===== src/rtl/data_memory_pkg.sv =====
// Shared types and elaboration-time checks for the synchronous data memory.
package data_memory_pkg;

    typedef enum logic {
        MS_CLEAR = 1'b0,
        MS_IDLE  = 1'b1
    } mem_state_e;

    // True when the word count fits in the address space and is non-zero.
    function automatic bit depth_ok(input int depth, input int addr_w);
        longint limit;
        limit = longint'(1) << addr_w;
        return (depth >= 1) && (longint'(depth) <= limit);
    endfunction

endpackage


===== src/rtl/data_memory_sync_mem_array.sv =====
// Single-clock storage array: synchronous write, registered read-before-write.
module mem_array #(
    parameter int DATA_W = 8,
    parameter int ADDR_W = 8,
    parameter int DEPTH  = 256
) (
    input  logic              clk,
    input  logic              we,
    input  logic [ADDR_W-1:0] waddr,
    input  logic [DATA_W-1:0] wdata,
    input  logic              re,
    input  logic [ADDR_W-1:0] raddr,
    output logic [DATA_W-1:0] rdata
);

    localparam int IDX_W = (DEPTH > 1) ? $clog2(DEPTH) : 1;

    logic [DATA_W-1:0] mem [DEPTH];

    // Both ports in one block so a same-address read sees the pre-write word.
    always_ff @(posedge clk) begin
        if (we) begin
            mem[waddr[IDX_W-1:0]] <= wdata;
        end
        if (re) begin
            rdata <= mem[raddr[IDX_W-1:0]];
        end
    end

endmodule


===== src/rtl/data_memory_sync.sv =====
// Clocked data memory with zero-fill sweep, registered reads and range checking.
module data_memory_sync
    import data_memory_pkg::*;
#(
    parameter int DATA_W = 8,
    parameter int ADDR_W = 8,
    parameter int DEPTH  = 256
) (
    input  logic              clk,
    input  logic              reset,
    input  logic              mem_read,
    input  logic              mem_write,
    input  logic [ADDR_W-1:0] r_a,
    input  logic [DATA_W-1:0] r_b,
    input  logic              clear_req,
    output logic              busy,
    output logic              rd_valid,
    output logic [DATA_W-1:0] data_out,
    output logic              addr_err
);

    localparam logic [ADDR_W:0] DEPTH_W  = (ADDR_W+1)'(DEPTH);
    localparam logic [ADDR_W:0] LAST_PTR = (ADDR_W+1)'(DEPTH - 1);

    if (!depth_ok(DEPTH, ADDR_W)) begin : g_bad_params
        $error("data_memory_sync: DEPTH must satisfy 1 <= DEPTH <= 2**ADDR_W");
    end

    mem_state_e        state_q, state_d;
    logic [ADDR_W:0]   ptr_q, ptr_d;
    logic              rd_valid_q, rd_valid_d;
    logic              addr_err_q, addr_err_d;
    logic              zero_q, zero_d;
    logic              sweeping, req_ok, in_range, user_we, user_re;
    logic              arr_we;
    logic [ADDR_W-1:0] arr_waddr;
    logic [DATA_W-1:0] arr_wdata, arr_rdata;

    assign sweeping = (state_q == MS_CLEAR);
    assign req_ok   = (state_q == MS_IDLE) && !clear_req;
    assign in_range = ({1'b0, r_a} < DEPTH_W);
    assign user_we  = req_ok && mem_write && in_range;
    assign user_re  = req_ok && mem_read && in_range;

    assign arr_we    = sweeping || user_we;
    assign arr_waddr = sweeping ? ptr_q[ADDR_W-1:0] : r_a;
    assign arr_wdata = sweeping ? '0 : r_b;

    // The array read register is not reset, so a flag forces zero after reset and out-of-range reads.
    always_comb begin
        state_d    = state_q;
        ptr_d      = ptr_q;
        rd_valid_d = req_ok && mem_read;
        addr_err_d = req_ok && (mem_read || mem_write) && !in_range;
        zero_d     = (req_ok && mem_read) ? !in_range : zero_q;
        unique case (state_q)
            MS_CLEAR: begin
                ptr_d = ptr_q + (ADDR_W+1)'(1);
                if (ptr_q == LAST_PTR) begin
                    state_d = MS_IDLE;
                    ptr_d   = '0;
                end
            end
            MS_IDLE: begin
                if (clear_req) begin
                    state_d = MS_CLEAR;
                    ptr_d   = '0;
                end
            end
            default: state_d = MS_CLEAR;
        endcase
    end

    always_ff @(posedge clk or posedge reset) begin
        if (reset) begin
            state_q    <= MS_CLEAR;
            ptr_q      <= '0;
            rd_valid_q <= 1'b0;
            addr_err_q <= 1'b0;
            zero_q     <= 1'b1;
        end else begin
            state_q    <= state_d;
            ptr_q      <= ptr_d;
            rd_valid_q <= rd_valid_d;
            addr_err_q <= addr_err_d;
            zero_q     <= zero_d;
        end
    end

    mem_array #(
        .DATA_W (DATA_W),
        .ADDR_W (ADDR_W),
        .DEPTH  (DEPTH)
    ) u_array (
        .clk   (clk),
        .we    (arr_we),
        .waddr (arr_waddr),
        .wdata (arr_wdata),
        .re    (user_re),
        .raddr (r_a),
        .rdata (arr_rdata)
    );

    assign busy     = sweeping;
    assign rd_valid = rd_valid_q;
    assign addr_err = addr_err_q;
    assign data_out = zero_q ? '0 : arr_rdata;

endmodule

===== config.mk =====
export PLATFORM = sky130hd
export DESIGN_NAME = data_memory_sync
export DESIGN_NICKNAME = d
export VERILOG_FILES = /design/src/rtl/data_memory_pkg.sv /design/src/rtl/data_memory_sync_mem_array.sv /design/src/rtl/data_memory_sync.sv
export SDC_FILE = /design/constraint.sdc
export NUM_CORES = 2
export LEC_CHECK = 0
export BUFFER_PORTS_ARGS = -buffer_cell sky130_fd_sc_hd__buf_2
export CAP_MARGIN = 20
export CORE_MARGIN = 1.5
export CORE_UTILIZATION = 30
export CTS_CLUSTER_DIAMETER = 100
export DETAILED_ROUTE_END_ITERATION = 10
export GPL_ROUTABILITY_DRIVEN = 0
export GPL_TIMING_DRIVEN = 0
export PLACE_DENSITY = 0.48
export SYNTH_ARGS = -nofsm -noshare
export SYNTH_HDL_FRONTEND = slang
export SYNTH_SLANG_ARGS = --single-unit
export TNS_END_PERCENT = 1

===== constraint.sdc =====
create_clock -name clk -period 9.2 [get_ports clk]
set_input_delay 0 -clock clk [delete_from_list [all_inputs] [get_ports clk]]
set_output_delay 0 -clock clk [all_outputs]
set_load 0.05 [all_outputs]

==> impl_metrics.env <==
export IMPL_status="finished clean"
export IMPL_path_class="input port to flop"
export IMPL_grt_max_degree=89
export IMPL_worst_pin_slew_ps=1254
export IMPL_whs_ps=109.2
export IMPL_synth_top_cell_area_share=0.7626
export IMPL_crit_arrival_ps=5560
export IMPL_die_h_um=522.5
export IMPL_crit_start="r_a[1]"
export IMPL_antenna_found_initial=23
export IMPL_rows=190
export IMPL_dp_cells=7542
export IMPL_synth_mux_area_frac=0.1422
export IMPL_drv_cap=0
export IMPL_ant_nets=0
export IMPL_yosys_area_top_type="edfxtp_1"
export IMPL_synth_top_family_by_area="multiplexers"
export IMPL_syn_inst=3890
export IMPL_io_pins=32
export IMPL_synth_simple_area_share=0.02915
export IMPL_via_count=45340
export IMPL_drive_above_1_share=0.2305
export IMPL_grt_pass1_vias=43150
export IMPL_syn2layout_area_growth_pct=15.78
export IMPL_worstHoldStart="clear_req"
export IMPL_preCtsSetupSlack_ps=3571
export IMPL_avgViaCountPerCell=5.689
export IMPL_ir_drop_uv=152.4
export IMPL_cpPeakStageDelay_ps=950
export IMPL_root_buffer="clkbuf_16"
export IMPL_synth_adder_area_share=0.0001545
export IMPL_numCtsBuffers=214
export IMPL_synth_warnings=0
export IMPL_cts_repair_resized=0
export IMPL_critPathMaxFanout=10
export IMPL_finalHoldViolations=0
export IMPL_synth_area_leaders="edfxtp_1 76%, mux4_2 11%, mux2i_1 1.6%, nor2_1 1.4%, a22oi_1 1.3%"
export IMPL_synth_commonest_cells="2056 x edfxtp_1, 405 x mux4_2, 292 x nor2_1"
export IMPL_finalSetupViolCount=0
export IMPL_slew_headroom=0.1641
export IMPL_layout_nets=4247
export IMPL_total_power_w=0.02091
export IMPL_critPathLaunchType="input port"
export IMPL_synth_fp_nets=3912
export IMPL_slew_viol_final=0
export IMPL_portBuffers=28
export IMPL_die_area_um2=273000
export IMPL_synth_edff_count=2056
export IMPL_finalCritPeriodShare=0.5525
export IMPL_synth_compound_area_frac=0.03972
export IMPL_cts_tree="done"
export IMPL_syn_area_per_cell_um2=20.81
export IMPL_fin_skew_ps=44.51
export IMPL_synth_cell_types=67
export IMPL_post_route_drc_count=0
export IMPL_worstPathRequired_ps=9680
export IMPL_crit_buf_inv=6
export IMPL_die_w_um=522.5
export IMPL_hold_buffers=13
export IMPL_place_area_um2=86880
export IMPL_drt_wirelength_per_cell_um=40.55
export IMPL_layout_setup_ws_ps=4117
export IMPL_critical_path_reg2reg_startpoint="state_q"
export IMPL_ys_seq_elements=2068
export IMPL_synth_ff_type="edfxtp_1"
export IMPL_leakage_nw=29.43
export IMPL_clk_path_buf_depth=3
export IMPL_critPathMostFrequentCell="buf_2"
export IMPL_endpoint_kind="flop"
export IMPL_finalInstanceArea_um2=93730
export IMPL_grt_usage=0.2335
export IMPL_synth_xor_area_frac=0.0001082
export IMPL_grt_pass1_wl_mm=419.7
export IMPL_path_clk_slew_ps=60
export IMPL_rsz0062_at_grt="no"
export IMPL_drt_wl_total_mm=323.2
export IMPL_cts_setup_buffers=0
export IMPL_final_cells=7970
export IMPL_start_util=0.3019
export IMPL_htreeDepth=4
export IMPL_synth_most_common_cell="edfxtp_1"
export IMPL_synthArstFlopShare=0.005803
export IMPL_place_hpwl_mm=211.7
export IMPL_hold_path_class="input port to flop"
export IMPL_crit_chain="buf_2 -> buf_4 -> buf_2 -> buf_4 -> buf_2 -> nand3_1 -> o21ai_2 -> nand3_1 -> clkbuf_2 -> nor2_1"
export IMPL_slowest_stage="nor2_1"
export IMPL_grt_overflow=0
export IMPL_synth_yosys_seq_area_share=0.7663
export IMPL_clock_latency_ps=890
export IMPL_clock_sinks=2068
export IMPL_critical_path_top_delay_family="buffers and inverters"
export IMPL_drt_pass1_iterations=8
export IMPL_first_iter_violations=7928
export IMPL_synth_area_um2=80960
export IMPL_core_area_um2=268200
export IMPL_fmax_ghz=0.1968
export IMPL_p_per_area_nw_per_um2=223.1
export IMPL_final_min_clock_period_ps=5083
## through the flow
| stage | setup TNS, ps | utilization |
|---|---|---|
| 2_1_floorplan | 0 | - |
| 4_1_cts | 0 | 0.3492 |
| 3_5_place_dp | 0 | 0.3240 |
| 6_report | 0 | 0.3495 |
| 3_3_place_gp | -3333820 | 0.3190 |
| 5_1_grt | 0 | 0.3494 |
## where the power goes
| group | switching [W] | internal (W) | leakage [nW] | total [W] |
|---|---|---|---|---|
| registers | 0.0000392 | 0.0105 | 19.1 | 0.0105 |
| logic | 0.00146 | 0.000459 | 7.04 | 0.00192 |
| clock network | 0.00381 | 0.00465 | 3.25 | 0.00846 |
## sequential cells by signal, indices dropped and copies added (netlist names)
register,flops
u_array.mem,2048
ptr_q,9
u_array.rdata,8
rd_valid,1
state_q,1
zero_q,1
## layout by cell type, fill, tap and decap left out, types with 32 or more instances in the layout
| cell | synthesis | routed |
|---|---|---|
| clkinv_1 | 1 | 51 |
| clkbuf_16 | 0 | 214 |
| buf_2 | 64 | 93 |
| a22oi_1 | 135 | 135 |
| buf_8 | 13 | 32 |
| mux2i_1 | 129 | 129 |
| nor2_1 | 292 | 288 |
| a21oi_1 | 90 | 90 |
| mux4_2 | 405 | 405 |
| buf_4 | 25 | 39 |
| mux4_1 | 38 | 38 |
| nand2_1 | 105 | 105 |
| nand3_1 | 41 | 41 |
| clkbuf_1 | 85 | 128 |
| edfxtp_1 | 2056 | 2056 |
| o21ai_0 | 44 | 44 |
| clkinv_2 | 0 | 43 |
| buf_6 | 17 | 32 |
## area by class of cell
type                    instances  area [µm²]
fillers                     25130      174400
flip-flops and latches       2068       62040
multi-input cells            1577       17160
clock buffers                 269        5562
well taps                    3552        4444
plain buffers                 239        1798
repair buffers                119        1603
clock inverters               129        1079
diodes                         11       27.53
inverters                       6       22.52
## worst register-to-register path: cells and delay by family (launching register included)
kind,cells,cell delay (ps)
simple gates,2,1540
buf+inv,3,1220
compound gates,1,1060
flops,1,320
## worst paths after layout
path	slack, ps	depth (start not counted)	endpoint
min in group asynchronous	290	4	ptr_q[0]
setup reg to reg	4670	6	u_array.mem[209][6]
setup / recovery	4120	10	u_array.mem[223][2]
max in group asynchronous	8490	4	ptr_q[1]
hold reg to reg	530	1	ptr_q[8]
hold / removal	110	4	ptr_q[8]
## cells by family (layout without fill, tap and decap cells)
kind of cell | count (synthesis) | after routing
DFF | 2068 | 2068
adders and majority gates | 1 | 1
and+or+nand+nor | 539 | 539
other | 1 | 12
xor gates and xnor gates | 1 | 1
buffers and inverters | 245 | 762
muxes | 581 | 581
AOI/OAI and AO/OA | 454 | 454
## routing by layer
| layer | GRT usage | vias up | routed length (µm) |
|---|---|---|---|
| li1 | - | 16960 | - |
| met1 | 0.3218 | 24940 | 131300 |
| met2 | 0.3565 | 2836 | 146300 |
| met3 | 0.04868 | 593 | 30500 |
| met4 | 0.1006 | 8 | 14960 |
| met5 | 0 | - | 64 |
No activity file was read; power rests on OpenSTA's default activity.
